File: config.mk
export PLATFORM = sky130hd
export DESIGN_NAME = cpu_sequencer
export DESIGN_NICKNAME = d
export VERILOG_FILES = /design/src/rtl/cpu_pkg.sv /design/src/rtl/op_class_decode.sv /design/src/rtl/cpu_sequencer.sv
export SDC_FILE = /design/constraint.sdc
export NUM_CORES = 1
export LEC_CHECK = 0
export ABC_AREA = 1
export CAP_MARGIN = 30
export CORE_MARGIN = 8
export CORE_UTILIZATION = 55
export CTS_CLUSTER_SIZE = 24
export DETAILED_ROUTE_END_ITERATION = 10
export DONT_BUFFER_PORTS = 1
export PLACE_DENSITY = 0.7
export RECOVER_POWER = 100
export SYNTH_ARGS = -nofsm -noshare
export SYNTH_HDL_FRONTEND = slang
export SYNTH_HIERARCHICAL = 1
export SYNTH_SLANG_ARGS = --single-unit
File: constraint.sdc
create_clock -name clk -period 1.8 [get_ports clk]
set_clock_uncertainty 0.15 [all_clocks]
set_input_delay 0.36 -clock clk [delete_from_list [all_inputs] [get_ports clk]]
set_output_delay 0.36 -clock clk [all_outputs]
set_load 0.01 [all_outputs]
File: src/rtl/cpu_pkg.sv
// Shared definitions for the 4-bit-opcode CPU: opcode values, sequencer state
// encoding and the opcode classes used by the sequencer and the control decoder.
package cpu_pkg;

    localparam logic [3:0] OP_FKEQ  = 4'b0000;
    localparam logic [3:0] OP_FKNE  = 4'b0001;
    localparam logic [3:0] OP_FKLT  = 4'b0010;
    localparam logic [3:0] OP_FKLE  = 4'b0011;
    localparam logic [3:0] OP_PLUS  = 4'b0100;
    localparam logic [3:0] OP_MIN   = 4'b0101;
    localparam logic [3:0] OP_AND   = 4'b0110;
    localparam logic [3:0] OP_OR    = 4'b0111;
    localparam logic [3:0] OP_FKGT  = 4'b1000;
    localparam logic [3:0] OP_FKGE  = 4'b1001;
    localparam logic [3:0] OP_JUMP  = 4'b1010;
    localparam logic [3:0] OP_LDW   = 4'b1011;
    localparam logic [3:0] OP_STW   = 4'b1100;
    localparam logic [3:0] OP_PLUSI = 4'b1101;
    localparam logic [3:0] OP_STOP  = 4'b1110;

    typedef enum logic [2:0] {
        ST_IDLE   = 3'd0,
        ST_FETCH  = 3'd1,
        ST_DECODE = 3'd2,
        ST_EXEC   = 3'd3,
        ST_MEM    = 3'd4,
        ST_WB     = 3'd5,
        ST_HALT   = 3'd6
    } state_t;

    typedef enum logic [2:0] {
        CLS_ALU,
        CLS_CMP,
        CLS_JMP,
        CLS_LDW,
        CLS_STW,
        CLS_STOP,
        CLS_ILL
    } op_class_t;

endpackage

File: src/rtl/op_class_decode.sv
// Combinational opcode classifier, shared so every consumer agrees on which
// opcodes are ALU, compare, jump, load, store, stop or illegal.
module op_class_decode
    import cpu_pkg::*;
(
    input  logic [3:0] op_code,
    output op_class_t  op_class
);

    always_comb begin
        case (op_code)
            OP_PLUS, OP_MIN, OP_AND, OP_OR, OP_PLUSI:    op_class = CLS_ALU;
            OP_FKEQ, OP_FKNE, OP_FKLT, OP_FKLE,
            OP_FKGT, OP_FKGE:                             op_class = CLS_CMP;
            OP_JUMP:                                      op_class = CLS_JMP;
            OP_LDW:                                       op_class = CLS_LDW;
            OP_STW:                                       op_class = CLS_STW;
            OP_STOP:                                      op_class = CLS_STOP;
            default:                                      op_class = CLS_ILL;
        endcase
    end

endmodule

File: src/rtl/cpu_sequencer.sv
// Multi-cycle FETCH/DECODE/EXEC/MEM/WB sequencer: decides when PC, IR, register
// file and memory strobes fire, plus halt/resume, memory timeout and retire count.
module cpu_sequencer
    import cpu_pkg::*;
#(
    parameter int CNT_W       = 16,
    parameter int MEM_TIMEOUT = 64
) (
    input  logic             clk,
    input  logic             rst,
    input  logic             start,
    input  logic [3:0]       op_code,
    input  logic             branch_taken,
    input  logic             mem_ack,
    output logic             mem_req,
    output logic             mem_we,
    output logic             ir_load,
    output logic             pc_inc,
    output logic             pc_load,
    output logic             reg_we,
    output logic             halted,
    output logic             err,
    output logic [2:0]       state,
    output logic [CNT_W-1:0] instr_count
);

    localparam int              TMO_W     = (MEM_TIMEOUT > 1) ? $clog2(MEM_TIMEOUT) : 1;
    localparam bit              TMO_EN    = (MEM_TIMEOUT != 0);
    localparam logic [TMO_W-1:0] TMO_LIMIT = (MEM_TIMEOUT > 0) ? TMO_W'(MEM_TIMEOUT - 1) : '0;

    state_t           state_q;
    logic [TMO_W-1:0] tmo_q;
    op_class_t        op_class;
    logic             retire;
    logic             timeout_hit;

    op_class_decode u_op_class_decode (
        .op_code  (op_code),
        .op_class (op_class)
    );

    assign state = state_q;

    // NOTE: every output of this block is given a default first so no path
    // through the case statement can leave a value held, which would infer a latch.
    always_comb begin
        mem_req     = 1'b0;
        mem_we      = 1'b0;
        ir_load     = 1'b0;
        pc_inc      = 1'b0;
        pc_load     = 1'b0;
        reg_we      = 1'b0;
        retire      = 1'b0;
        halted      = (state_q == ST_IDLE) || (state_q == ST_HALT);
        timeout_hit = 1'b0;
        case (state_q)
            ST_FETCH: begin
                mem_req     = 1'b1;
                ir_load     = mem_ack;
                pc_inc      = mem_ack;
                timeout_hit = TMO_EN && !mem_ack && (tmo_q == TMO_LIMIT);
            end
            ST_DECODE: begin
                pc_load = (op_class == CLS_JMP);
                retire  = (op_class == CLS_JMP) || (op_class == CLS_STOP);
            end
            ST_EXEC: begin
                reg_we  = (op_class == CLS_ALU);
                pc_load = (op_class == CLS_CMP) && branch_taken;
                retire  = (op_class == CLS_ALU) || (op_class == CLS_CMP);
            end
            ST_MEM: begin
                mem_req     = 1'b1;
                mem_we      = (op_class == CLS_STW);
                retire      = mem_ack && (op_class == CLS_STW);
                timeout_hit = TMO_EN && !mem_ack && (tmo_q == TMO_LIMIT);
            end
            ST_WB: begin
                reg_we = 1'b1;
                retire = 1'b1;
            end
            default: ;
        endcase
    end

    // NOTE: sequential state uses non-blocking assignments so every register
    // samples pre-edge values regardless of statement order.
    always_ff @(posedge clk or posedge rst) begin
        if (rst) begin
            state_q     <= ST_IDLE;
            err         <= 1'b0;
            instr_count <= '0;
            tmo_q       <= '0;
        end else begin
            case (state_q)
                ST_IDLE, ST_HALT: begin
                    if (start) begin
                        state_q <= ST_FETCH;
                        err     <= 1'b0;
                        tmo_q   <= '0;
                    end
                end
                ST_FETCH: begin
                    if (mem_ack) begin
                        state_q <= ST_DECODE;
                        tmo_q   <= '0;
                    end else if (timeout_hit) begin
                        state_q <= ST_HALT;
                        err     <= 1'b1;
                    end else if (TMO_EN) begin
                        tmo_q <= tmo_q + TMO_W'(1);
                    end
                end
                ST_DECODE: begin
                    case (op_class)
                        CLS_STOP: state_q <= ST_HALT;
                        CLS_JMP: begin
                            state_q <= ST_FETCH;
                            tmo_q   <= '0;
                        end
                        CLS_ILL: begin
                            state_q <= ST_HALT;
                            err     <= 1'b1;
                        end
                        default: state_q <= ST_EXEC;
                    endcase
                end
                ST_EXEC: begin
                    // Both successors start a fresh memory request window.
                    state_q <= (op_class == CLS_LDW || op_class == CLS_STW) ? ST_MEM : ST_FETCH;
                    tmo_q   <= '0;
                end
                ST_MEM: begin
                    if (mem_ack) begin
                        state_q <= (op_class == CLS_LDW) ? ST_WB : ST_FETCH;
                        tmo_q   <= '0;
                    end else if (timeout_hit) begin
                        state_q <= ST_HALT;
                        err     <= 1'b1;
                    end else if (TMO_EN) begin
                        tmo_q <= tmo_q + TMO_W'(1);
                    end
                end
                ST_WB: begin
                    state_q <= ST_FETCH;
                    tmo_q   <= '0;
                end
                default: state_q <= ST_IDLE;
            endcase

            if (retire)
                instr_count <= instr_count + CNT_W'(1);
        end
    end

endmodule

Yosys cells after proc, flatten, opt, wreduce, memory -nomap -nowiden. Memories as Yosys holds them, arrays and structs flattened. Index checks and enable logic that the tools add are counted.

Bits in registers: 26. Memory bits (read-only): 48. Input port bits: 9. Logic and storage cells: 69. Memories kept: 1.

Add/sub/neg operators: 2. Equality and inequality tests: 19. Multiplexer cells: 25. Reduce and logical (&&, ||, !) cells: 18.

Memories: (name not given) (words 16, bits a word 3, rd ports 1, clocked after memory_dff 0, wr ports 0, RTL line op_class_decode.sv:11) `case (op_code)`.

Operators by type and width (number): two-way mux 6 bit (4); one-hot mux 6 bit (4 select lines) (1); == test 3 bit, second input constant (6); two-way mux 3 bit (6); one-hot mux 3 bit (6 select lines) (1); adder 16 x 1 -> 16 bit, second input constant (1); == test 3 x 2 -> 1 bit, second input constant (4); two-way mux 1 bit (8); != test 2 bit, second input constant (4); OR reduction 2 bit (4); adder 6 x 1 -> 6 bit, second input constant (1); == test 3 x 1 -> 1 bit, second input constant (2); == test 6 bit, second input constant (1); logical NOT 3 bit (2); one-hot mux 3 bit (2 select lines) (1); AND reduction 5 bit (1); logical OR 1 bit (4); one-hot mux 1 bit (2 select lines) (2); one-hot mux 1 bit (4 select lines) (1); AND reduction 4 bit (1); nonzero test 4 bit (1); logical AND 1 bit (3); != test 3 bit, second input constant (1); one-hot mux 1 bit (3 select lines) (1); 3 further kinds (3).

Depth between registers and ports, before layout. Gate-level depths: netlist (run 1).

Depth after elaboration: 6. Depth in mapped cells: 14. Gate-level depth less buffers: 13.

By module. Netlist (run 1), hierarchy kept.

Modules (own cells, without submodules): cpu_sequencer (instances 1, cells each 278, area each 1956.9 µm², sequential area each 650.6 µm²); op_class_decode (instances 1, cells each 11, area each 46.3 µm², sequential area each 0.0 µm²).

Worst setup path before layout (run 1). No wires, ideal clock.

Path type: input port to flip-flop. From: in op_code[0]. To: reg instr_count[3]. Setup time: 0.117 ns. Arrival: 1.457 ns. Data required time: 1.533 ns. Path slack: 0.077 ns. Cell stages on the path: 12. Buffers on the path: 1. Path through: inv_1 > a21oi_1 > inv_1 > nand2_1 > nand2_1 > nand3_2 > nand2_2 > inv_4 > nand2_8 > buf_12 > nand2_2 > nand2_1.

Cells in the longest elaborated chain, start to end: 4. Elaborated cells between the ends (all ways): 10.

RTL lines: start: declaration (RTL line cpu_sequencer.sv:12) `input logic [3:0] op_code,`; memory read (16 x 3 bit) *; via op_class[1] (RTL line cpu_sequencer.sv:33) `op_class_t op_class;`; == test 3 bit (tied with other cells) (RTL line cpu_sequencer.sv:75) `retire = mem_ack && (op_class == CLS_STW);`; logical AND 1 bit (tied with other cells) (RTL line cpu_sequencer.sv:75); one-hot mux 1 bit (4 select lines) * (RTL line cpu_sequencer.sv:56) `case (state_q)`; end signal: assignment (RTL line cpu_sequencer.sv:152) `instr_count <= instr_count + CNT_W'(1);`; end: declaration (RTL line cpu_sequencer.sv:24) `output logic [CNT_W-1:0] instr_count`.

The timed path passes the listed nets; every way through them passes the cells marked *. A chain may end at the register's enable or synchronous reset.

Worst setup path in the final report (run 1).
From: reg state_q[2], in the netlist state[2]. To: out pc_load.

Cells in the longest elaborated chain, start to end: 2. Elaborated cells between the ends (all ways): 3.

RTL lines: start: declaration (RTL line cpu_sequencer.sv:31) `state_t state_q;`; start signal: assignment (RTL line cpu_sequencer.sv:130) `state_q <= (op_class == CLS_LDW || op_class == CLS_STW) ? ST_MEM : ST_FETCH;`; start signal: assignment (RTL line cpu_sequencer.sv:135) `state_q <= (op_class == CLS_LDW) ? ST_WB : ST_FETCH;`; == test 3 x 2 -> 1 bit (RTL line cpu_sequencer.sv:56); one-hot mux 1 bit (2 select lines) * (RTL line cpu_sequencer.sv:56); end: declaration (RTL line cpu_sequencer.sv:19) `output logic pc_load,`.

Every way passes the cells marked *; elsewhere a longest branch is shown, timed or not.

==> results.sh, run 1 <==
export IMPL_status="finished, violations left"
export IMPL_violations="setup timing"
export IMPL_arrival_ns=1.36
export IMPL_max_stage_delay_ns=0.50
export IMPL_syn_to_final_growth_pct=17.24
export IMPL_crit_start="state[2]"
export IMPL_crit_family="flip-flops"
export IMPL_min_path_type="primary input to flip-flop"
export IMPL_vdd_drop_max_uv=871.1
export IMPL_synth_seq_cells=26
export IMPL_crit_path_start_kind="flip-flop"
export IMPL_ys_seq_area_share_pct=32.48
export IMPL_grt_max_degree=27
export IMPL_cts_root_buffer="clkbuf_4"
export IMPL_die_h_um=76.35
export IMPL_first_global_vias=1795
export IMPL_ys_types=30
export IMPL_tightest_slew_ns=0.6534
export IMPL_criticalPathCategory="flip-flop to primary output"
export IMPL_period_needed_ns=1.867
export IMPL_port_buffers=0
export IMPL_crit_path_end_kind="primary output"
export IMPL_cts_buffers=3
export IMPL_antenna_found_initial=0
export IMPL_p_total_w=0.002880
export IMPL_layout_setup_ws_ns=-0.06677
export IMPL_post_route_period_util_pct=103.7
export IMPL_grt_ovfl_total=0
export IMPL_final_cell_mix="87 x nand2_1, 41 x nand3_1, 23 x nor2_1, 23 x dfrtp_1, 21 x inv_1"
export IMPL_route_antenna_remaining_nets=0
export IMPL_wl_per_cell_um=13.01
export IMPL_setup_violations_final=6
export IMPL_maxSlewHeadroom_pct=56.44
export IMPL_vias_per_cell=5.223
export IMPL_final_util_pct=65.63
export IMPL_drive_above_1_share_pct=23.17
export IMPL_cts_tree="built"
export IMPL_row_count=22
export IMPL_hp_start="mem_ack"
export IMPL_die_w_um=76.35
export IMPL_clk_latency_ns=0.32
export IMPL_crit_slowest_cell="dfrtp_2"
export IMPL_crit_fanout=5
export IMPL_synthesis_area_mm2=0.002003
export IMPL_initial_utilization_pct=55.98
export IMPL_clock_sinks=26
export IMPL_hold_ws_ns=0.03706
export IMPL_hold_viol=0
export IMPL_leakagePower_nw=1.153
export IMPL_first_iter_violations=68
export IMPL_maxSlewViolCount=0
export IMPL_wl_met1_mm=2.057
export IMPL_clock_path_buffers=2
export IMPL_vias=1896
export IMPL_wl_met3_um=256
export IMPL_ys_warn_count=6
export IMPL_dieArea_mm2=0.005829
export IMPL_ioPinCount=36
export IMPL_cts_reportedPaths_clkPinSlew_ns=0.15
export IMPL_path_buf_inv=3
export IMPL_final_common_cell="nand2_1"
export IMPL_route_met2_wl_mm=2.370
export IMPL_worstPathCellList="buf_12 > nor2_4 > inv_2 > o22ai_1 > buf_4"
export IMPL_h_tree_depth=1
export IMPL_timing_rr_start="state[0]"
export IMPL_postRouteWirelength_mm=4.723
export IMPL_syn_num_nets=300
export IMPL_diodes=0
export IMPL_crit_required_ns=1.29
export IMPL_fmax_mhz=535.7
export IMPL_top_layer_used="met4"
export IMPL_cap_violations=0
export IMPL_drc_errors=0
export IMPL_power_density_mw_per_mm2=1226
export IMPL_grt_first_pass_wirelength_mm=8.059
export IMPL_grt_total_usage_pct=16.09
export IMPL_dr_pass1_iters=4
export IMPL_core_mm2=0.003578
export IMPL_nets=327
export IMPL_hpwl_mm=3.506
export IMPL_rsz0062_at_grt="true"
export IMPL_syn_inst=289
export IMPL_postSynthAreaPerCell_um2=6.931
export IMPL_place_gp_congestion=0.8325
[timing repair]
action,4_1_cts,5_1_grt
buffers inserted,6,3
hold endpoints to repair,26,0
pin swaps,6,4
resized for setup,16,4
endpoints found under the setup margin,7,8
hold buffers,1,0
[synthesized netlist by cell type]
library cell  instances  share of area [%]
a21oi_1               2               0.50
xor2_1                3                1.3
inv_4                 2               0.62
inv_2                 2               0.37
o2111ai_1             1               0.44
nor3_1                1               0.25
o22ai_1               1               0.31
nand3b_1              1               0.37
ha_1                  2                1.2
nand2_2              17                5.3
nand4_1              11                3.4
o21ai_1               3               0.75
buf_12                1                1.0
xnor2_1               8                3.5
or2_2                 1               0.31
nor2_1               25                4.7
buf_6                 3                1.7
buf_2                 2               0.50
buf_4                 3                1.1
o21a_1                1               0.37
nor2_8                1                1.0
nand3_2               2                1.0
nor2_4                3                1.7
nand2_1              91                 17
inv_1                22                4.1
nand3_1              42                 10
nand2_4               1               0.56
dfrtp_1              26                 32
nand2_8               1                1.0
o21ai_0              10                2.5
[final cells by class]
type / count / area [um^2]
Timing Repair Buffer: 31 / 277.8
Multi-Input combinational cell: 228 / 1201
Clock buffer: 3 / 22.52
Fill cell: 331 / 1230
Inverter: 26 / 102.6
Clock inverter: 1 / 30.03
Tap cell: 48 / 60.06
Sequential cell: 26 / 654.4
[through the flow]
| step | worst slack (ns) | cell area, um^2 | cells | setup TNS [ns] |
|---|---|---|---|---|
| 5_1_grt | -0.1380 | 2349 | 363 | -1.089 |
| 3_5_place_dp | 0.03647 | 2160 | 349 | 0 |
| 6_report | -0.06677 | 2349 | 363 | -0.2009 |
| 2_1_floorplan | 0.07667 | 2003 | 289 | 0 |
| 3_3_place_gp | 0.07790 | 2160 | 349 | 0 |
| 4_1_cts | -0.07329 | 2328 | 360 | -0.2756 |
[kinds of logic after synthesis]
family                   synth area share [%]
XOR/XNOR                                4.810
buffers and inverters                   9.432
AND/OR/NAND/NOR                         47.16
flip-flops                              32.48
AO/OA/AOI/OAI                           4.872
adder cells (fa/ha/maj)                 1.249
[report_power, final]
group          switching [W]  internal (W)
Clock               0.000179      0.000225
Combinational       0.000934      0.000700
Sequential          0.000158      0.000683
Total                0.00127       0.00161
[sequential cells by signal, indices dropped and copies added (netlist names)]
signal	flops
instr_count	16
tmo_q	6
state	3
err	1
[metal layers]
| metal | GRT usage (%) | up-vias |
|---|---|---|
| met5 | 0 | - |
| met4 | 2.885 | 0 |
| met3 | 4.481 | 4 |
| met2 | 29.22 | 36 |
| met1 | 18.33 | 864 |
| li1 | - | 992 |
[worst reg2reg max path, cell delays in order (launching register included)]
cell and delay [ns]:
dfrtp_2 0.49, buf_6 0.16, nor2_8 0.10, nand2_4 0.09, buf_4 0.14, o21a_1 0.19
buf_12 0.16, nand2_8 0.14, nand2_1 0.07, nand2_1 0.06
[path summary, 6_finish.rpt]
path / endpoint / slack, ns / cells past startpoint
worst max register to register: instr_count[14] / 0.02 / 9
worst max-delay path: pc_load / -0.07 / 5
worst min-delay path: tmo_q[0] / 0.04 / 3
min in group asynchronous: instr_count[1] / 0.48 / 3
worst min register to register: err / 0.42 / 2
max in group asynchronous: state[2] / 0.55 / 3
Note: power is estimated with default switching activity, not from simulation.
==> run 2: changes to the inputs <==
- GPL_ROUTABILITY_DRIVEN: not set -> 0
==> results of run 2 <==
Same layout as run 1: the final DEF is identical, and so are final timing and power.
==> run 3: changes to the inputs <==
- CAP_MARGIN: 30 -> 20
==> results of run 3 <==
Same layout as run 1: the final DEF is identical, and so are final timing and power.
